`src/rtl/xdisp_mux.sv`:
```
// Multiplexed seven-segment display controller on the picoVersat bus.
// Scans N_DIGITS with a one-cycle dead slot between digits.
module xdisp_mux #(
  parameter int N_DIGITS    = 4,
  parameter int ADDR_W      = 3,
  parameter int DATA_W      = 32,
  parameter int DIV_W       = 16,
  parameter int DIV_RST     = 50000,
  parameter bit SEG_ACT_LOW = 1'b1,
  parameter bit SEL_ACT_LOW = 1'b1
) (
  input  logic                clk,
  input  logic                rst,
  input  logic                sel,
  input  logic                we,
  input  logic [ADDR_W-1:0]   addr,
  input  logic [DATA_W-1:0]   data_in,
  output logic [DATA_W-1:0]   data_out,
  output logic [7:0]          Disp,
  output logic [N_DIGITS-1:0] Disp_sel
);

  localparam int IW = $clog2(N_DIGITS);
  localparam logic [ADDR_W-1:0] A_CTRL = ADDR_W'(N_DIGITS);
  localparam logic [ADDR_W-1:0] A_DIV  = ADDR_W'(N_DIGITS + 1);
  localparam logic [ADDR_W-1:0] A_STAT = ADDR_W'(N_DIGITS + 2);
  localparam logic [7:0] SEG_OFF = {8{SEG_ACT_LOW}};
  localparam logic [N_DIGITS-1:0] SEL_OFF = {N_DIGITS{SEL_ACT_LOW}};

  typedef enum logic [1:0] {
    S_IDLE,
    S_BLANK,
    S_SHOW
  } state_t;

  state_t                r_state;
  logic [7:0]            r_digit [N_DIGITS];
  logic                  r_en;
  logic                  r_raw;
  logic [N_DIGITS-1:0]   r_blank;
  logic [DIV_W-1:0]      r_div;
  logic [DIV_W-1:0]      r_pre;
  logic [IW-1:0]         r_idx;

  logic                  w_wr;
  logic                  w_rd;
  logic                  w_div_wr;
  logic                  w_is_dig;
  logic                  w_show;
  logic [7:0]            w_src;
  logic [6:0]            w_hex;
  logic [7:0]            w_seg;
  logic [N_DIGITS-1:0]   w_onehot;
  logic [DATA_W-1:0]     w_rdata;
  logic                  w_unused;

  assign w_wr     = sel & we;
  assign w_rd     = sel & ~we;
  assign w_div_wr = w_wr && (addr == A_DIV);
  assign w_is_dig = addr < A_CTRL;
  assign w_unused = ^data_in;

  assign w_src    = r_digit[r_idx];
  assign w_seg    = r_raw ? w_src : {w_src[7], w_hex};
  assign w_show   = r_en && (r_state == S_SHOW);
  assign w_onehot = N_DIGITS'(1) << r_idx;

  always_comb begin
    w_hex = 7'h00;
    unique case (w_src[3:0])
      4'h0: w_hex = 7'h3F;
      4'h1: w_hex = 7'h06;
      4'h2: w_hex = 7'h5B;
      4'h3: w_hex = 7'h4F;
      4'h4: w_hex = 7'h66;
      4'h5: w_hex = 7'h6D;
      4'h6: w_hex = 7'h7D;
      4'h7: w_hex = 7'h07;
      4'h8: w_hex = 7'h7F;
      4'h9: w_hex = 7'h6F;
      4'hA: w_hex = 7'h77;
      4'hB: w_hex = 7'h7C;
      4'hC: w_hex = 7'h39;
      4'hD: w_hex = 7'h5E;
      4'hE: w_hex = 7'h79;
      4'hF: w_hex = 7'h71;
    endcase
  end

  always_comb begin
    w_rdata = '0;
    unique case (1'b1)
      w_is_dig: w_rdata[7:0] = r_digit[addr[IW-1:0]];
      (addr == A_CTRL): begin
        w_rdata[0] = r_en;
        w_rdata[1] = r_raw;
        w_rdata[8 +: N_DIGITS] = r_blank;
      end
      (addr == A_DIV): w_rdata[DIV_W-1:0] = r_div;
      (addr == A_STAT): begin
        w_rdata[IW-1:0] = r_idx;
        w_rdata[8] = (r_state == S_SHOW);
      end
      default: w_rdata = '0;
    endcase
  end

  always_ff @(posedge clk or negedge rst) begin
    if (!rst) begin
      for (int i = 0; i < N_DIGITS; i++) r_digit[i] <= '0;
      r_en     <= 1'b1;
      r_raw    <= 1'b0;
      r_blank  <= '0;
      r_div    <= DIV_W'(DIV_RST);
      data_out <= '0;
    end else begin
      for (int i = 0; i < N_DIGITS; i++)
        if (w_wr && addr == ADDR_W'(i)) r_digit[i] <= data_in[7:0];
      if (w_wr && addr == A_CTRL) begin
        r_en    <= data_in[0];
        r_raw   <= data_in[1];
        r_blank <= data_in[8 +: N_DIGITS];
      end
      if (w_div_wr) r_div <= data_in[DIV_W-1:0];
      if (w_rd) data_out <= w_rdata;
    end
  end

  // A DIV write restarts the current digit's dwell instead of ending it.
  always_ff @(posedge clk or negedge rst) begin
    if (!rst) begin
      r_state  <= S_BLANK;
      r_idx    <= '0;
      r_pre    <= '0;
      Disp     <= SEG_OFF;
      Disp_sel <= SEL_OFF;
    end else begin
      Disp     <= w_show ? (w_seg ^ SEG_OFF) : SEG_OFF;
      Disp_sel <= (w_show && !r_blank[r_idx]) ? (w_onehot ^ SEL_OFF)
                                              : SEL_OFF;
      if (!r_en) begin
        r_state <= S_IDLE;
        r_idx   <= '0;
        r_pre   <= '0;
      end else begin
        unique case (r_state)
          S_IDLE:  r_state <= S_BLANK;
          S_BLANK: r_state <= S_SHOW;
          S_SHOW: begin
            if (w_div_wr) begin
              r_pre <= '0;
            end else if (r_pre == r_div) begin
              r_pre   <= '0;
              r_state <= S_BLANK;
              r_idx   <= (r_idx == IW'(N_DIGITS - 1)) ? '0 : r_idx + 1'b1;
            end else begin
              r_pre <= r_pre + 1'b1;
            end
          end
          default: r_state <= S_IDLE;
        endcase
      end
    end
  end

endmodule
```
`config.mk`:
```
export PLATFORM = sky130hd
export DESIGN_NAME = xdisp_mux
export DESIGN_NICKNAME = d
export VERILOG_FILES = /design/src/rtl/xdisp_mux.sv
export SDC_FILE = /design/constraint.sdc
export NUM_CORES = 1
export LEC_CHECK = 0
export CAP_MARGIN = 20
export CORE_MARGIN = 8
export CORE_UTILIZATION = 35
export DETAILED_ROUTE_END_ITERATION = 12
export PLACE_DENSITY = 0.53
export SYNTH_ARGS = -nofsm -noshare
export SYNTH_HDL_FRONTEND = slang
export SYNTH_SLANG_ARGS = --single-unit
```
`constraint.sdc`:
```
create_clock -name clk -period 4.1 [get_ports clk]
set_input_delay 0.41 -clock clk [delete_from_list [all_inputs] [get_ports clk]]
set_output_delay 0.41 -clock clk [all_outputs]
set_load 0.1 [all_outputs]
```
==> results of run 1 <==
## cell type report
type                            count  area share (%)
Timing Repair Buffer               57            8.95
Sequential cell                   102            40.2
Clock buffer                       12            4.00
Clock inverter                      4           0.488
Tap cell                          216            4.22
Inverter                           20            1.17
Multi-Input combinational cell    356            40.9
## Yosys cell counts (2+ instances only)
master and count:
nand2_1 95, dfrtp_1 82, mux2_2 36, o21ai_0 26, dfstp_2 20, inv_1 20
buf_4 17, buf_2 16, xor2_1 16, mux2i_1 14, nand3_1 12, ha_1 11
mux4_2 11, o22ai_1 11, a31oi_1 10, nor2_1 10, nor2b_1 9, a21oi_1 8
clkbuf_1 8, mux4_1 6, nand2b_1 6, nand4_1 6, a41oi_2 5, buf_6 4
nor3_1 4, or3_1 4, and2_1 3, nand3b_1 3, nor4_1 3, nor4_2 3
o21ai_1 3, o221ai_1 3, a41oi_1 2, and3_1 2, o211ai_1 2, or2_2 2
## kinds of logic after synthesis
| group | count (synthesis) | share of synthesized area, % |
|---|---|---|
| simple gates | 168 | 14.6 |
| flops | 102 | 46.8 |
| compound gates | 77 | 9.37 |
| mux | 68 | 17.5 |
| buf+inv | 67 | 6.70 |
| xor+xnor | 16 | 2.54 |
| fa+ha+maj | 11 | 2.50 |
| other cells | 1 | 0.0680 |
## per-layer routing
metal | track usage, % | share of wire, % | vias up
met2 | 22.1 | 47 | 98
met1 | 19.3 | 47 | 1988
li1 | - | - | 1846
met4 | 3.90 | 0.87 | 0
met5 | 0 | 0 | -
met3 | 3.46 | 5.5 | 10
## layout by cell type, fill, tap and decap left out, types with 6 or more instances in the layout
| cell type | netlist | routed |
|---|---|---|
| dfstp_2 | 20 | 20 |
| mux2_2 | 36 | 36 |
| o21ai_0 | 26 | 26 |
| mux4_1 | 6 | 6 |
| clkdlybuf4s50_1 | 0 | 49 |
| nand3_1 | 12 | 12 |
| xor2_1 | 16 | 16 |
| nor2b_1 | 9 | 9 |
| mux2i_1 | 14 | 14 |
| a21oi_1 | 8 | 8 |
| nand4_1 | 6 | 6 |
| ha_1 | 11 | 11 |
| conb_1 | 1 | 16 |
| dfrtp_1 | 82 | 82 |
| nand2b_1 | 6 | 6 |
| nor2_1 | 10 | 10 |
| buf_4 | 17 | 6 |
| a31oi_1 | 10 | 10 |
| nand2_1 | 95 | 95 |
| o22ai_1 | 11 | 11 |
| inv_1 | 20 | 20 |
| clkbuf_16 | 0 | 9 |
| mux4_2 | 11 | 11 |
## registers in the layout (all words and copies together) (netlist names)
register,flops
r_div,16
r_state,2
r_raw,1
r_blank,4
r_idx,2
r_pre,16
Disp_sel,4
Disp,8
r_digit,32
r_en,1
data_out,16
## worst max-delay path, stage by stage
cell and delay [ns]:
clkdlybuf4s50_1 0.95, nand2b_1 0.23, nor2_1 0.10, nor2_1 0.60, nand2_1 0.49, o22ai_1 0.29
## final timing paths
path | cells past startpoint | slack (ns) | endpoint
max | 6 | 1.28 | r_pre[15]
min in group clk | 2 | 0.48 | r_div[8]
min reg2reg | 2 | 0.48 | r_div[8]
max in group asynchronous | 4 | 2.67 | r_div[6]
max reg2reg | 4 | 1.49 | r_pre[15]
min | 2 | 0.43 | r_digit[19]
## repair_timing
item	in CTS	in global routing
hold endpoints to repair	0	8
hold buffers	0	1
endpoints found under the setup margin	0	0
## per-stage QoR
step	setup slack, ns	hold slack, ns	util [%]
floorplan	2.18	0.114	-
global placement	1.02	0.466	38.8
CTS	1.33	0.267	40.7
detailed placement	0.934	0.472	38.8
global route	1.05	0.427	40.9
finish	1.28	0.431	40.9
## power breakdown
group          internal [mW]  leakage, nW  switching (mW)
clock                  0.448        0.143           0.384
combinational          0.362         1.26           0.705
sequential              1.21         1.27           0.152
total                   2.02         2.68            1.24
==> Implementation_results.wiki, run 1 <==
{| class="wikitable"
! Metric !! Value
|-
| Largest net degree at the start of global routing || between 70 and 80
|-
| VDD IR max || 0.244 mV
|-
| Top-level I/O count || 83
|-
| Number of antenna violations at the first check in global routing || 0
|-
| Fill count || 1538
|-
| Headroom to the max-slew limit || 33.0%
|-
| Placer Congestion || 0.805
|-
| Worst-path maximum fanout || 17
|-
| Critical path required time || roughly 4.4 ns
|-
| Max-cap violations || 0
|-
| HPWL after DPL || 9760 µm
|-
| DP Area || 0.00608 mm²
|-
| Part of the Yosys area used for sequential elements || a little under half
|-
| Avg Synthesized Cell Area || 10.8 µm²
|-
| Area taken by multi-input logic gates || 0.00262 mm²
|-
| Routed vias/inst || roughly 5.1
|-
| Sequential standard cell area || 0.00258 mm²
|-
| Vias in the first global route || between 3k and 4k
|-
| Synthesis Warnings || 0
|-
| Unrepaired setup endpoints after global routing || no
|-
| Global-route wire length before repair || between 20000 and 25000 µm
|-
| Achievable Freq || 0.355 GHz
|-
| Cells after Synth || just over 500
|-
| Clock latency on the worst-skew pair || 0.35 ns
|-
| Width of the chip || 142 µm
|-
| Areal power density over the cells || 509 mW/mm²
|-
| Data arrival at the endpoint of the critical path || 3.08 ns
|-
| Total instance count after detailed placement || about 750
|-
| TritonCTS clock tree || done
|-
| Crit end category || register
|-
| Cell area after layout || 0.00641 mm²
|-
| Die Footprint || 0.0200 mm²
|-
| Total track usage || 14.2%
|-
| Routed vias || 3942
|-
| Number of setup violations in the final report || 0
|-
| Flops & latches, synth || just over 100
|-
| Die H || 142 µm
|-
| Row Count || 46
|-
| Port Buffers || 50
|-
| Dominant cell type by area after synthesis || dfrtp_1
|-
| Number of design-rule violations left by the first detailed-router iteration || 257
|-
| Std-Cell Core Area || 0.0157 mm²
|-
| Min-delay worst type || primary input to async pin
|-
| Post-Route Setup TNS || 0 ns
|-
| Syn-to-layout area delta || 16.2%
|-
| Top cells by area, synth || dfrtp_1 (37%), dfstp_2 (9.5%), mux2_2 (7.4%)
|-
| Source of the critical timing path || addr[1]
|-
| CTS-repair resized insts || 0
|-
| Clock buffers created by TritonCTS || 9
|-
| Worst-Margin Slew || between 1 and 1.5 ns
|-
| Post-CTS Setup Bufs || 0
|-
| DRC violation count after routing || 0
|-
| Share of flip-flops with an asynchronous set or reset || 100%
|-
| Clk root buf || clkbuf_16
|-
| Average wire per cell in the routed design || 17.9 µm
|-
| Count of distinct cell types in the synthesized netlist || 53
|-
| Overall power after layout || 3.26 mW
|-
| Number of enable flip-flop cells after synthesis || 0
|-
| Outcome || complete, no violations
|-
| Final global-route overflow total || 0
|-
| Final critical delay including setup and external delays || 2.82 ns
|-
| Clock transition at the register clock pins on the worst setup and hold paths after CTS || 0.07 ns
|-
| Clk_skew || 0.00502 ns
|-
| Starting density of the core || 35.2%
|-
| Crit Path Class || primary input to register
|-
| H-Tree Level Count || 3
|-
| Drt pass-1 iters || 4
|-
| Final worst-path cycle share || 68.8%
|-
| Area share of the largest cell type after synthesis || 37.2%
|-
| Maximum count of clock buffers along a single path || 2
|-
| Most common flop cell mapped by yosys || dfrtp_1
|-
| Drt total wl || 13700 µm
|-
| Crit start category || primary input
|-
| Number of hold violations in the final report || 0
|-
| Max Transition Viols Final || 0
|-
| Antenna diode instance count || 0
|-
| Worst reg2reg path startpoint || r_en
|-
| Clock sinks || 102
|-
| NumNets Final || about 600
|-
| Cell Area, Synth || 0.00551 mm²
|-
| Leak pwr || 2.68 nW
|-
| Post-route ant nets || 0
|-
| Final cell count without fillers || approximately 770
|-
| Share of layout cells above drive strength 1 || 18.7%
|}
Note: power is estimated with default switching activity, not from simulation.
==> run 2, diff against run 1 <==
- PLACE_DENSITY: 0.53 -> 0.55
- clock period: 4.1 -> 2.52 ns (I/O delays scaled with it)
==> run 2 against run 1 <==
Effect of this change: sequential share of layout area is 0.34 points lower; die area stayed put; final cell count is 1.7% higher; sequential power is 63% higher; critical path depth is 1 higher; register-to-register slack worse by 1.1 ns; global-route usage is 0.37 points higher; largest cell class unchanged.
==> Implementation_results.wiki, run 2 (synthesis results as in run 1) <==
{| class="wikitable"
! Metric !! Value
|-
| VDD IR max || 0.509 mV (+110%)
|-
| NumNets Final || 609 (+2.2%)
|-
| Headroom to the max-slew limit || 61.5% (+28 points)
|-
| Most Used Layer, Global Route || met2
|-
| Number of design-rule violations left by the first detailed-router iteration || 205 (-20%)
|-
| Crit Path Class || register to register
|-
| Top-level I/O count || 83 (unchanged)
|-
| Clock latency on the worst-skew pair || 0.35 ns (about the same)
|-
| H-Tree Level Count || 3 (unchanged)
|-
| Clock sinks || 102 (unchanged)
|-
| Clk_skew || 0.00936 ns (+0.00434 ns)
|-
| Post-CTS Setup Bufs || 0 (unchanged)
|-
| DRC violation count after routing || 0 (unchanged)
|-
| Final critical delay including setup and external delays || 2.17 ns
|-
| Flip-flop count of the largest register after layout || 32 (unchanged)
|-
| Critical path required time || 2.79 ns (-1.57 ns)
|-
| Total track usage || 14.6% (+0.37 points)
|-
| Largest net degree at the start of global routing || 63 (-20%)
|-
| Fill count || 1541 (+0.20%)
|-
| Worst-Margin Slew || 0.573 ns (-0.431 ns)
|-
| Data arrival at the endpoint of the critical path || 2.44 ns (-0.64 ns)
|-
| CTS Hold Buffers Added || 1 (+1)
|-
| DP Area || 0.00614 mm² (+0.99%)
|-
| Std-Cell Core Area || 0.0157 mm² (unchanged)
|-
| Post-Route Setup TNS || 0 ns (unchanged)
|-
| Number of setup violations in the final report || 0 (unchanged)
|-
| Area taken by multi-input logic gates || 0.00262 mm² (unchanged)
|-
| CTS-repair resized insts || 0 (unchanged)
|-
| Most common cell after layout, fill and taps aside || nand2_1
|-
| Die Footprint || 0.0200 mm² (unchanged)
|-
| Final global-route overflow total || 0 (unchanged)
|-
| Outcome || complete, no violations
|-
| Starting density of the core || 35.2% (unchanged)
|-
| TritonCTS clock tree || done
|-
| Antenna diode instance count || 0 (unchanged)
|-
| Post-route worst setup slack || 0.345 ns (-0.935 ns)
|-
| Row Count || 46 (unchanged)
|-
| Max Transition Viols Final || 0 (unchanged)
|-
| Unrepaired setup endpoints after global routing || no
|-
| M2 GR Usage || 22.8% (+0.64 points)
|-
| Worst-path maximum fanout || 6 (-11)
|-
| Width of the chip || 142 µm (unchanged)
|-
| Port Buffers || 50 (unchanged)
|-
| Max-cap violations || 0 (unchanged)
|-
| Achievable Freq || 0.460 GHz
|-
| Share of layout cells above drive strength 1 || 25.5% (+6.8 points)
|-
| Drt pass-1 iters || 4 (unchanged)
|-
| Leak pwr || 2.78 nW (+3.9%)
|-
| Clock buffers created by TritonCTS || 9 (unchanged)
|-
| Sequential standard cell area || 0.00258 mm² (unchanged)
|-
| Post-route ant nets || 0 (unchanged)
|-
| GRT met1 Usage || 19.9% (+0.51 points)
|-
| Average wire per cell in the routed design || 18.0 µm (+0.61%)
|-
| HPWL after DPL || 10100 µm (+3.9%)
|-
| Areal power density over the cells || 838 mW/mm² (+65%)
|-
| Syn-to-layout area delta || 17.2%
|-
| Cell area after layout || 0.00646 mm² (+0.84%)
|-
| Crit end category || register
|-
| Number of antenna violations at the first check in global routing || 0 (unchanged)
|-
| Routed vias/inst || 5.06 (-1.6%)
|-
| Crit start category || register
|-
| Reg with most FFs || r_digit
|-
| Min-delay worst type || primary input to async pin
|-
| Placer Congestion || 0.823 (+2.2%)
|-
| Drt total wl || 14000 µm (+2.3%)
|-
| Die H || 142 µm (unchanged)
|-
| Final worst-path cycle share || 86.3%
|-
| Met3 Usage GRT || 1.95% (-1.5 points)
|-
| Highest-count cells in the layout ignoring fill and taps || nand2_1 (95), dfrtp_1 (82), buf_4 (46)
|-
| Clk root buf || clkbuf_16
|-
| Final Core Density || 41.3% (+0.34 points)
|-
| Routed vias || 3944 (+0.051%)
|-
| Clock transition at the register clock pins on the worst setup and hold paths after CTS || 0.07 ns (about the same)
|-
| Maximum count of clock buffers along a single path || 2 (unchanged)
|-
| Pre-CTS setup slack || 0.319 ns (-0.615 ns)
|-
| Global-route wire length before repair || 22800 µm (+2.8%)
|-
| Vias in the first global route || 4132 (+3.9%)
|-
| Number of hold violations in the final report || 0 (unchanged)
|}
[run 2: cell count changes in the layout (fill, tap and decap cells not counted), moves of 2 or more]
cell	delta
buf_12	+2
clkdlybuf4s50_1	-28
buf_4	+40
clkinv_4	-2
[run 2: stage by stage]
| step | total power, mW | hold slack (ns) | std cells |
|---|---|---|---|
| final | 5.42 | 0.421 | 780 |
| after global routing | 5.67 | 0.451 | 780 |
| after CTS | 5.46 | 0.414 | 780 |
| after detailed placement | 3.99 | 0.276 | 763 |
| after global placement | 3.94 | 0.263 | 763 |
| after floorplan | 3.56 | -0.0436 | 525 |
[run 2: routing by layer]
layer	vias up	part of all wire (%)
li1	1863	-
met1	1944	47
met2	116	47
met3	21	4.6
met4	0	2.2
met5	-	0
[run 2: final timing paths]
kind	slack, ns	cells after the start	endpoint	from
min in group clk	0.44	3	r_div[15]	data_in[15]
worst min register to register	0.48	2	r_div[6]	r_div[6]
worst max-delay path	0.35	7	Disp[0]	r_idx[0]
worst min-delay path	0.42	2	r_digit[6]	rst
worst max register to register	0.35	7	Disp[0]	r_idx[0]
max in group asynchronous	1.34	3	Disp[1]	rst
[run 2: final cells by class]
class / count / area share (%)
timing repair buffer: 70 / 9.37
multi-input combinational: 356 / 40.6
tap: 216 / 4.18
sequential: 102 / 39.9
clock inverter: 4 / 0.813
clock buffer: 12 / 3.97
inverter: 20 / 1.16
[run 2: report_power, final]
part           internal (mW)  leakage, nW  switching, mW  total [mW]
clock                  0.829        0.153          0.631        1.46
sequential              1.96         1.27          0.246        2.21
combinational          0.590         1.36           1.16        1.74
total                   3.38         2.78           2.03        5.42
[run 2: critical path, cell delays in order, from the launching register on]
cell and delay (ns):
dfrtp_1 0.56, mux4_2 0.64, inv_1 0.16, ha_1 0.27, inv_1 0.08, o21ai_0 0.17, a221oi_1 0.09, o21ai_0 0.11
==> run 3, diff against run 2 <==
- ABC_AREA: not set -> 1
- PLACE_DENSITY: 0.55 -> 0.53
- clock period: 2.52 -> 2.5 ns (I/O delays scaled with it)
==> run 3 against run 2 <==
Effect of this change: sequential power is 3% lower; via count is 19% higher; clock-buffer cell count is 1 lower; sequential cell count stayed put; critical path depth is 3 higher; wire length is 4.3% higher; combinational power is 13% higher.
==> Implementation_results.wiki, run 3 <==
{| class="wikitable"
! Metric !! Value
|-
| Cell Area, Synth || 0.00542 mm² (-1.6%)
|-
| DRC violation count after routing || 0 (unchanged)
|-
| Average wire per cell in the routed design || 15.4 µm (-14%)
|-
| Most common cell after layout, fill and taps aside || nand2_1
|-
| Area share of the largest cell type after synthesis || 37.8% (+0.62 points)
|-
| Number of hold violations in the final report || 0 (unchanged)
|-
| Total track usage || 15.1% (+0.56 points)
|-
| Routed vias || 4699 (+19%)
|-
| VDD IR max || 0.334 mV (-34%)
|-
| Share of flip-flops with an asynchronous set or reset || 100% (unchanged)
|-
| Final worst-path cycle share || 75.3% (-11 points)
|-
| Post-route worst setup slack || 0.616 ns (+0.271 ns)
|-
| Die H || 140 µm (-0.73%)
|-
| Final critical delay including setup and external delays || 1.88 ns (-0.291 ns)
|-
| Crit Path Class || register to register
|-
| Highest-count cells in the layout ignoring fill and taps || nand2_1 (236), o21ai_0 (83), dfrtp_1 (82)
|-
| Clock transition at the register clock pins on the worst setup and hold paths after CTS || 0.07 ns (about the same)
|-
| TritonCTS clock tree || done
|-
| Row Count || 45 (-2.2%)
|-
| Post-route ant nets || 0 (unchanged)
|-
| Flip-flop count of the largest register after layout || 32 (unchanged)
|-
| Top cells by area, synth || dfrtp_1 (38%), nand2_1 (16%), dfstp_2 (9.7%)
|-
| Number of antenna violations at the first check in global routing || 0 (unchanged)
|-
| Crit start category || register
|-
| Min-delay worst type || primary input to register
|-
| Antenna diode instance count || 0 (unchanged)
|-
| Avg Synthesized Cell Area || 7.72 µm² (-29%)
|-
| Achievable Freq || 0.531 GHz (+15%)
|-
| Port Buffers || 50 (unchanged)
|-
| Placer Congestion || 0.823 (about the same)
|-
| Crit end category || register
|-
| H-Tree Level Count || 3 (unchanged)
|-
| Clk_skew || 0.00643 ns (-0.00293 ns)
|-
| Maximum count of clock buffers along a single path || 2 (unchanged)
|-
| Max Transition Viols Final || 0 (unchanged)
|-
| Width of the chip || 140 µm (-0.73%)
|-
| Syn-to-layout area delta || 16.9%
|-
| NumNets Final || 807 (+33%)
|-
| Commonest cells post-synth || nand2_1 (236), o21ai_0 (83), dfrtp_1 (82)
|-
| Starting density of the core || 35.8% (+0.59 points)
|-
| Synthesis Warnings || 0 (unchanged)
|-
| Areal power density over the cells || 869 mW/mm² (+3.7%)
|-
| Unrepaired setup endpoints after global routing || no
|-
| Number of design-rule violations left by the first detailed-router iteration || 307 (+50%)
|-
| Worst-path maximum fanout || 24 (+18)
|-
| Std-Cell Core Area || 0.0151 mm² (-3.3%)
|-
| Critical path required time || 2.77 ns (-0.02 ns)
|-
| Vias in the first global route || 4639 (+12%)
|-
| Drt total wl || 14600 µm (+4.3%)
|-
| Number of enable flip-flop cells after synthesis || 0 (unchanged)
|-
| Clock buffers created by TritonCTS || 9 (unchanged)
|-
| Largest net degree at the start of global routing || 61 (-3.2%)
|-
| Outcome || complete, no violations
|-
| Count of distinct cell types in the synthesized netlist || 38 (-28%)
|-
| Top-level I/O count || 83 (unchanged)
|-
| WHS Path Cells || 3
|-
| Dominant cell type by area after synthesis || dfrtp_1
|-
| Global-route wire length before repair || 24000 µm (+5.2%)
|-
| HPWL after DPL || 10800 µm (+6.6%)
|-
| Max-cap violations || 0 (unchanged)
|-
| Most common flop cell mapped by yosys || dfrtp_1
|-
| Final global-route overflow total || 0 (unchanged)
|-
| Number of setup violations in the final report || 0 (unchanged)
|-
| Reg with most FFs || r_digit
|-
| Share of layout cells above drive strength 1 || 11.7% (-14 points)
|-
| Die Footprint || 0.0197 mm² (-1.5%)
|-
| Post-Route Setup TNS || 0 ns (unchanged)
|-
| Pre-CTS setup slack || 0.470 ns (+0.151 ns)
|-
| Flops & latches, synth || 102 (unchanged)
|-
| Part of the Yosys area used for sequential elements || 47.5% (+0.78 points)
|-
| Clock latency on the worst-skew pair || 0.35 ns (about the same)
|-
| Routed vias/inst || 4.95 (-2.2%)
|-
| Clk root buf || clkbuf_16
|-
| Slack of the worst reg-to-reg path || 0.62 ns (+0.27 ns)
|-
| Data arrival at the endpoint of the critical path || 2.15 ns (-0.29 ns)
|-
| Drt pass-1 iters || 6 (+2)
|-
| Headroom to the max-slew limit || 60.8% (-0.62 points)
|-
| Leak pwr || 2.93 nW (+5.5%)
|-
| Worst-case reg-to-reg path depth || 10 (+3)
|-
| Cells after Synth || 702 (+38%)
|-
| Worst-Margin Slew || 0.587 ns (+0.0140 ns)
|-
| Cell with the most instances after synthesis || nand2_1
|-
| Clock sinks || 102 (unchanged)
|}
==> run 3: cells by family after synthesis <==
| kind of cell | Yosys count | synth area share (%) |
|---|---|---|
| simple gates | 327 | 24.7 |
| compound gates | 145 | 14.7 |
| buf+inv | 109 | 9.32 |
| flops | 102 | 47.5 |
| fa+ha+maj | 11 | 2.54 |
| xor+xnor | 7 | 1.13 |
| other cells | 1 | 0.0692 |
==> run 3: layout make-up <==
class	count	area [µm²]
Clock buffer	11	233
Clock inverter	5	60.1
Fill cell	1581	8810
Inverter	71	267
Multi-Input combinational cell	506	2400
Sequential cell	102	2580
Tap cell	188	235
Timing Repair Buffer	67	571
==> run 3: worst paths after layout <==
path                                  start          to
max in group asynchronous               rst    r_div[4]
worst max register to register     r_idx[0]     Disp[5]
worst min-delay path            data_in[14]   r_div[14]
worst max-delay path               r_idx[0]     Disp[5]
min in group asynchronous               rst  r_digit[0]
worst min register to register   r_state[1]  r_state[1]
==> run 3: critical path: stages (launching register included) <==
cell and delay (ns):
dfrtp_1 0.40, buf_4 0.23, nand2_1 0.09, nand3_1 0.07, nand2_1 0.20, inv_1 0.13
ha_1 0.23, nand2_1 0.10, o21ai_0 0.10, o21ai_0 0.15, nand3_1 0.11
==> run 3: what timing repair did <==
action                                 CTS  global route
resized for setup                        0             0
hold buffers                             1             0
endpoints found under the hold margin   25             0
setup buffers                            0             0
==> run 3: through the flow <==
stage / power (mW) / hold slack [ns] / util, % / area (µm²) / instances
2_1_floorplan: 3.62 / -0.0456 / - / 5480 / 717
3_3_place_gp: 4.09 / 0.301 / 39.9 / 6040 / 933
3_5_place_dp: 4.13 / 0.301 / 39.9 / 6040 / 933
4_1_cts: 5.56 / 0.427 / 41.9 / 6340 / 950
5_1_grt: 5.87 / 0.458 / 41.9 / 6340 / 950
6_report: 5.51 / 0.436 / 41.9 / 6340 / 950
==> run 3: where the power goes <==
| part | internal, mW | switching [mW] | total [mW] |
|---|---|---|---|
| clock network | 0.777 | 0.632 | 1.41 |
| logic | 0.563 | 1.39 | 1.96 |
| registers | 1.94 | 0.206 | 2.14 |
==> run 3: per-layer routing <==
layer	up-vias	track usage, %	routed length [µm]
met3	19	2.45	576
li1	2347	-	-
met5	-	0	0
met2	93	25.4	6980
met1	2240	19.0	6680
met4	0	6.39	369
